$ cat config.mk
export PLATFORM = sky130hd
export DESIGN_NAME = rf_write_arbiter
export DESIGN_NICKNAME = d
export VERILOG_FILES = /design/src/rtl/rf_write_arbiter.sv
export SDC_FILE = /design/constraint.sdc
export NUM_CORES = 1
export LEC_CHECK = 0
export BUFFER_PORTS_ARGS = -buffer_cell sky130_fd_sc_hd__buf_4
export CAP_MARGIN = 30
export CORE_ASPECT_RATIO = 2
export CORE_MARGIN = 1.5
export CORE_UTILIZATION = 43
export CTS_BUF_LIST = sky130_fd_sc_hd__clkbuf_8
export DETAILED_ROUTE_END_ITERATION = 16
export GPL_TIMING_DRIVEN = 0
export PLACE_DENSITY = 0.78
export SYNTH_ARGS = -nofsm -noshare
export SYNTH_HDL_FRONTEND = slang
export SYNTH_SLANG_ARGS = --single-unit
$ cat constraint.sdc
create_clock -name clk -period 1.3 [get_ports clk]
set_input_delay 0.13 -clock clk [delete_from_list [all_inputs] [get_ports clk]]
set_output_delay 0.13 -clock clk [all_outputs]
set_load 0.01 [all_outputs]
$ cat src/rtl/rf_write_arbiter.sv
`default_nettype none
// ============================================================================
// Module   : rf_write_arbiter
// Purpose  : Arbitrates two writeback requesters (A = ALU, B = load) onto the
//            single register-file write port. Grants are combinational; the
//            winning address/data are registered and presented as a one-hot
//            write-enable vector plus a shared write-data bus.
// Revision : 1.0 - initial release
// ============================================================================
module rf_write_arbiter #(
  parameter int DW      = 16,
  parameter int NREG    = 8,
  parameter int AW      = 3,
  parameter int RR_EN   = 1,
  parameter int ZERO_R0 = 1
) (
  input  logic            clk,
  input  logic            rst,       // asynchronous, active-low
  input  logic            a_valid,
  input  logic [AW-1:0]   a_addr,
  input  logic [DW-1:0]   a_data,
  output logic            a_ready,
  input  logic            b_valid,
  input  logic [AW-1:0]   b_addr,
  input  logic [DW-1:0]   b_data,
  output logic            b_ready,
  output logic [NREG-1:0] we,
  output logic [DW-1:0]   wdata,
  output logic            busy,
  output logic [7:0]      conflict_cnt
);

  localparam logic [7:0] c_CNT_MAX = 8'hFF;

  // Priority pointer: which requester wins when both are valid.
  typedef enum logic [0:0] {
    PRIO_A = 1'b0,
    PRIO_B = 1'b1
  } prio_e;

  prio_e           prio_q, prio_d;
  logic [NREG-1:0] we_q, we_d;
  logic [DW-1:0]   wdata_q, wdata_d;
  logic [7:0]      cnt_q, cnt_d;

  logic [AW-1:0]   w_sel_addr;
  logic [DW-1:0]   w_sel_data;
  logic [NREG-1:0] w_dec;
  logic            w_fire;
  logic            w_r0_hit;

  // Grant decision and the winning request's address/data.
  always_comb begin
    a_ready    = a_valid & (~b_valid | (prio_q == PRIO_A));
    b_ready    = b_valid & (~a_valid | (prio_q == PRIO_B));
    busy       = (a_valid & ~a_ready) | (b_valid & ~b_ready);
    w_fire     = a_ready | b_ready;
    w_sel_addr = b_ready ? b_addr : a_addr;
    w_sel_data = b_ready ? b_data : a_data;
    w_r0_hit   = (ZERO_R0 != 0) && (w_sel_addr == '0);
  end

  // Address decode: only indices below NREG exist, so an out-of-range
  // address naturally decodes to an all-zero vector.
  genvar i;
  generate
    for (i = 0; i < NREG; i++) begin : g_dec
      assign w_dec[i] = (w_sel_addr == AW'(i));
    end
  endgenerate

  // Next-state computation for write stage, priority pointer and counter.
  always_comb begin
    we_d    = '0;
    wdata_d = wdata_q;
    prio_d  = prio_q;
    cnt_d   = cnt_q;

    if (w_fire) begin
      wdata_d = w_sel_data;
      if (!w_r0_hit) begin
        we_d = w_dec;
      end
    end

    // After a grant the other requester gets priority next time.
    if (RR_EN == 0) begin
      prio_d = PRIO_A;
    end else if (a_ready) begin
      prio_d = PRIO_B;
    end else if (b_ready) begin
      prio_d = PRIO_A;
    end

    if (a_valid && b_valid && (cnt_q != c_CNT_MAX)) begin
      cnt_d = cnt_q + 8'd1;
    end
  end

  // State registers; reset drops any pending write immediately.
  always_ff @(posedge clk or negedge rst) begin
    if (!rst) begin
      prio_q  <= PRIO_A;
      we_q    <= '0;
      wdata_q <= '0;
      cnt_q   <= '0;
    end else begin
      prio_q  <= prio_d;
      we_q    <= we_d;
      wdata_q <= wdata_d;
      cnt_q   <= cnt_d;
    end
  end

  assign we           = we_q;
  assign wdata        = wdata_q;
  assign conflict_cnt = cnt_q;

endmodule
`default_nettype wire

==> flow_summary.ini <==
[timing]
fmax_mhz = 703.9
rsz0062_at_grt = yes
worst_slack_ns = -0.1206
clock-skew-final_ns = 0.004636
post-route-period-util = 1.093
finalSetupViolCount = 5
period_minus_slack_ns = 1.421
slew_viol_final = 0
tns_ns = -0.2077
hold_violations = 0

[clock_network]
numCtsBuffers = 5
cts_sinks = 32
path_clk_slew_ns = 0.07
cts-root-buf = clkbuf_8
cts_tree = yes
clockBufferDepth = 2
insertion_delay_ns = 0.28
cts_max_level = 2

[floorplanning]
ioPinCount = 77
fp.dieH_microns = 90.75
core_area_sq_mm = 0.003646
chipWidth_microns = 46.87
num_rows = 31
initial_core_util = 0.4540
die-area_sq_mm = 0.004253

[placement]
io_buffers = 75
dp_hpwl_mm = 3.261
place.gp.congestion = 0.7269

[synthesis]
ys_seq_area_frac = 0.4837
synth_mux_area_frac = 0.1300
netlist_area_sq_mm = 0.001655
synth_simple_gate_area_frac = 0.1421
ys_ff_latch = 32
ys_types = 34
yosysWarnings = 0
synth_cells = 150
synth_xor_area_frac = 0.005291
synth-compound-area-share = 0.1859
synth_nets = 193
synth-adder-area-share = 0.007559
synth_top_family_by_area = compound AO/OA/AOI/OAI gates
syn_avg_cell_area_sq_um = 11.04

[worst_setup_path]
path_max_fanout = 4
critical_path_class = flop to flop
cp_slowest_cell = dfrtp_2
required_ns = 1.46
reg2reg_depth = 4
rr_endpoint = conflict_cnt[1]$_DFFE_PN0P_
end_kind = flop
r2r-start = conflict_cnt[1]$_DFFE_PN0P_
critPathArrivalTime_ns = 1.58
start_kind = flop
crit_chain = ha_4 -> nand4_1 -> o21ai_2 -> mux2_4
max_stage_delay_ns = 0.41
rrSetupSlack_ns = -0.12

[worst_hold_path]
hold_path_end = wdata[3]$_DFFE_PN0P_
min_path_type = primary input to flop
hp-start = b_data[3]
whs_path_depth = 2

[job]
drv_cap = 0

[route]
viasPerCell = 5.373
antenna_left = 0
firstDrtPassIters = 4
drtIter0Drc = 20
routed-via-count = 1585
drcViolationCount = 0
wire_per_inst_microns = 16.07
wirelength_mm = 4.742

[cells_and_area]
post-route-util = 0.7121
drive_above_1_share = 0.5732
fillers = 311
nNetsFinal = 288
syn_to_final_growth_pct = 56.84
antenna_cells = 0

[grt]
grt.total_usage = 0.2277
antenna_found_initial = 0
grt_max_degree = 33
grt-ovfl-total = 0
grt_pass1_wl_mm = 7.031
grt_pass1_vias = 1563

[pwr]
max-vdd-ir-drop_mv = 0.9800
leakage_nw = 1.269
p_per_area_mw_per_mm2 = 1322

[outcome]
status = finished, violations left
violations = setup timing
## cell usage in the layout (no fill, tap or decap), types with 2 or more instances in the layout
master,synthesis,layout
buf_4,3,90
and4_1,2,2
o221a_2,16,16
buf_6,1,2
o21ai_0,3,3
inv_2,1,2
dfrtp_1,32,29
buf_2,3,2
nand4_1,4,4
nand4b_1,2,2
a21oi_1,11,10
nand2_1,19,18
nand2b_1,3,2
clkbuf_1,2,2
dfrtp_2,0,3
inv_1,3,4
clkbuf_8,0,6
nand3_1,3,2
nor2b_1,4,3
a21oi_2,1,2
mux2i_1,17,17
mux2_4,0,3
## layer usage
layer,up-vias,wire length [microns],GRT usage
li1,747,-,-
met1,769,1633,0.2256
met2,62,2765,0.4144
met3,7,249,0.05200
met4,0,95,0.09028
met5,-,0,0
## area by class of cell
type / count / area (sq um) / area share
clock inverters: 2 / 7.507 / 0.002892
clock buffers: 6 / 82.58 / 0.03181
multi-input cells: 105 / 899.6 / 0.3465
flip-flops and latches: 32 / 804.5 / 0.3099
repair buffers: 89 / 674.4 / 0.2598
well taps: 49 / 61.31 / 0.02361
inverters: 4 / 15.01 / 0.005783
plain buffers: 8 / 51.30 / 0.01976
## sequential cells by signal (all words and copies together), names as in the netlist
register	flops
conflict_cnt	8
prio_q	1
wdata	16
we	7
## Yosys cell counts (all sizes together)
library cell / instances / share of area
nor2b: 4 / 0.015
xnor2: 1 / 0.0053
nand2b: 3 / 0.011
mux2i: 17 / 0.10
ha: 1 / 0.0076
dfrtp: 32 / 0.48
buf: 7 / 0.029
nand3: 3 / 0.0091
and4: 2 / 0.011
o221a: 16 / 0.11
nand2: 20 / 0.047
a21oi: 12 / 0.039
o211ai: 1 / 0.0045
nor2: 2 / 0.0045
conb: 1 / 0.0023
a32oi: 2 / 0.011
clkbuf: 2 / 0.0045
nand4: 4 / 0.015
or4: 1 / 0.0068
mux2: 4 / 0.027
and3: 2 / 0.0076
a21o: 1 / 0.0045
a21boi: 1 / 0.0068
o21ai: 4 / 0.012
nand4b: 2 / 0.011
and2: 1 / 0.0045
inv: 4 / 0.0091
## power by group
group          total [W]  switching [W]  internal [W]  leakage (nW)
clock           0.000757       0.000342      0.000415        0.0538
sequential       0.00135       0.000170       0.00118         0.389
combinational    0.00133       0.000567      0.000758         0.826
total            0.00343        0.00108       0.00235          1.27
## cells by family after synthesis
| logic type | after synthesis |
|---|---|
| compound gates | 37 |
| xor+xnor | 1 |
| fa+ha+maj | 1 |
| buf+inv | 13 |
| flops | 32 |
| mux | 21 |
| other cells | 1 |
| simple gates | 44 |
## worst max-delay path: cells and delay by family (launching register included)
kind | cells | cell delay [ns]
AOI/OAI and AO/OA | 1 | 0.24
adders and majority gates | 1 | 0.16
DFF | 1 | 0.41
muxes | 1 | 0.32
and+or+nand+nor | 1 | 0.17
## stage by stage
stage	hold slack (ns)	area (sq um)	power [W]	setup WS, ns	cells
6_report	0.1142	2596	0.003431	-0.1206	295
2_1_floorplan	-0.1656	1674	0.001864	-0.01248	150
5_1_grt	0.1094	2596	0.003633	-0.1510	295
4_1_cts	0.1073	2510	0.003295	-0.03656	291
3_5_place_dp	0.09251	2298	0.002384	-0.08026	274
3_3_place_gp	0.08890	2298	0.002356	-0.09269	274
## how the worst max path moves through the flow
stage / cells after the start / to / slack [ns] / from
final: 4 / conflict_cnt[1]$_DFFE_PN0P_ / -0.12 / conflict_cnt[1]$_DFFE_PN0P_
after global routing: 4 / conflict_cnt[1]$_DFFE_PN0P_ / -0.15 / conflict_cnt[1]$_DFFE_PN0P_
after CTS: 4 / conflict_cnt[1]$_DFFE_PN0P_ / -0.04 / conflict_cnt[1]$_DFFE_PN0P_
after detailed placement: 4 / we[3]$_DFF_PN0_ / -0.08 / prio_q$_DFFE_PN0P_
after global placement: 4 / we[3]$_DFF_PN0_ / -0.09 / prio_q$_DFFE_PN0P_
after floorplan: 4 / conflict_cnt[1]$_DFFE_PN0P_ / -0.01 / conflict_cnt[0]$_DFFE_PN0P_
## what timing repair did
item	CTS	global route
resized for setup	12	12
setup endpoints to repair	15	14
hold buffers	1	0
endpoints found under the hold margin	32	0
pin swaps	3	6
buffers inserted	8	5
cloned	0	0
Power figures use the tool's default switching activity.
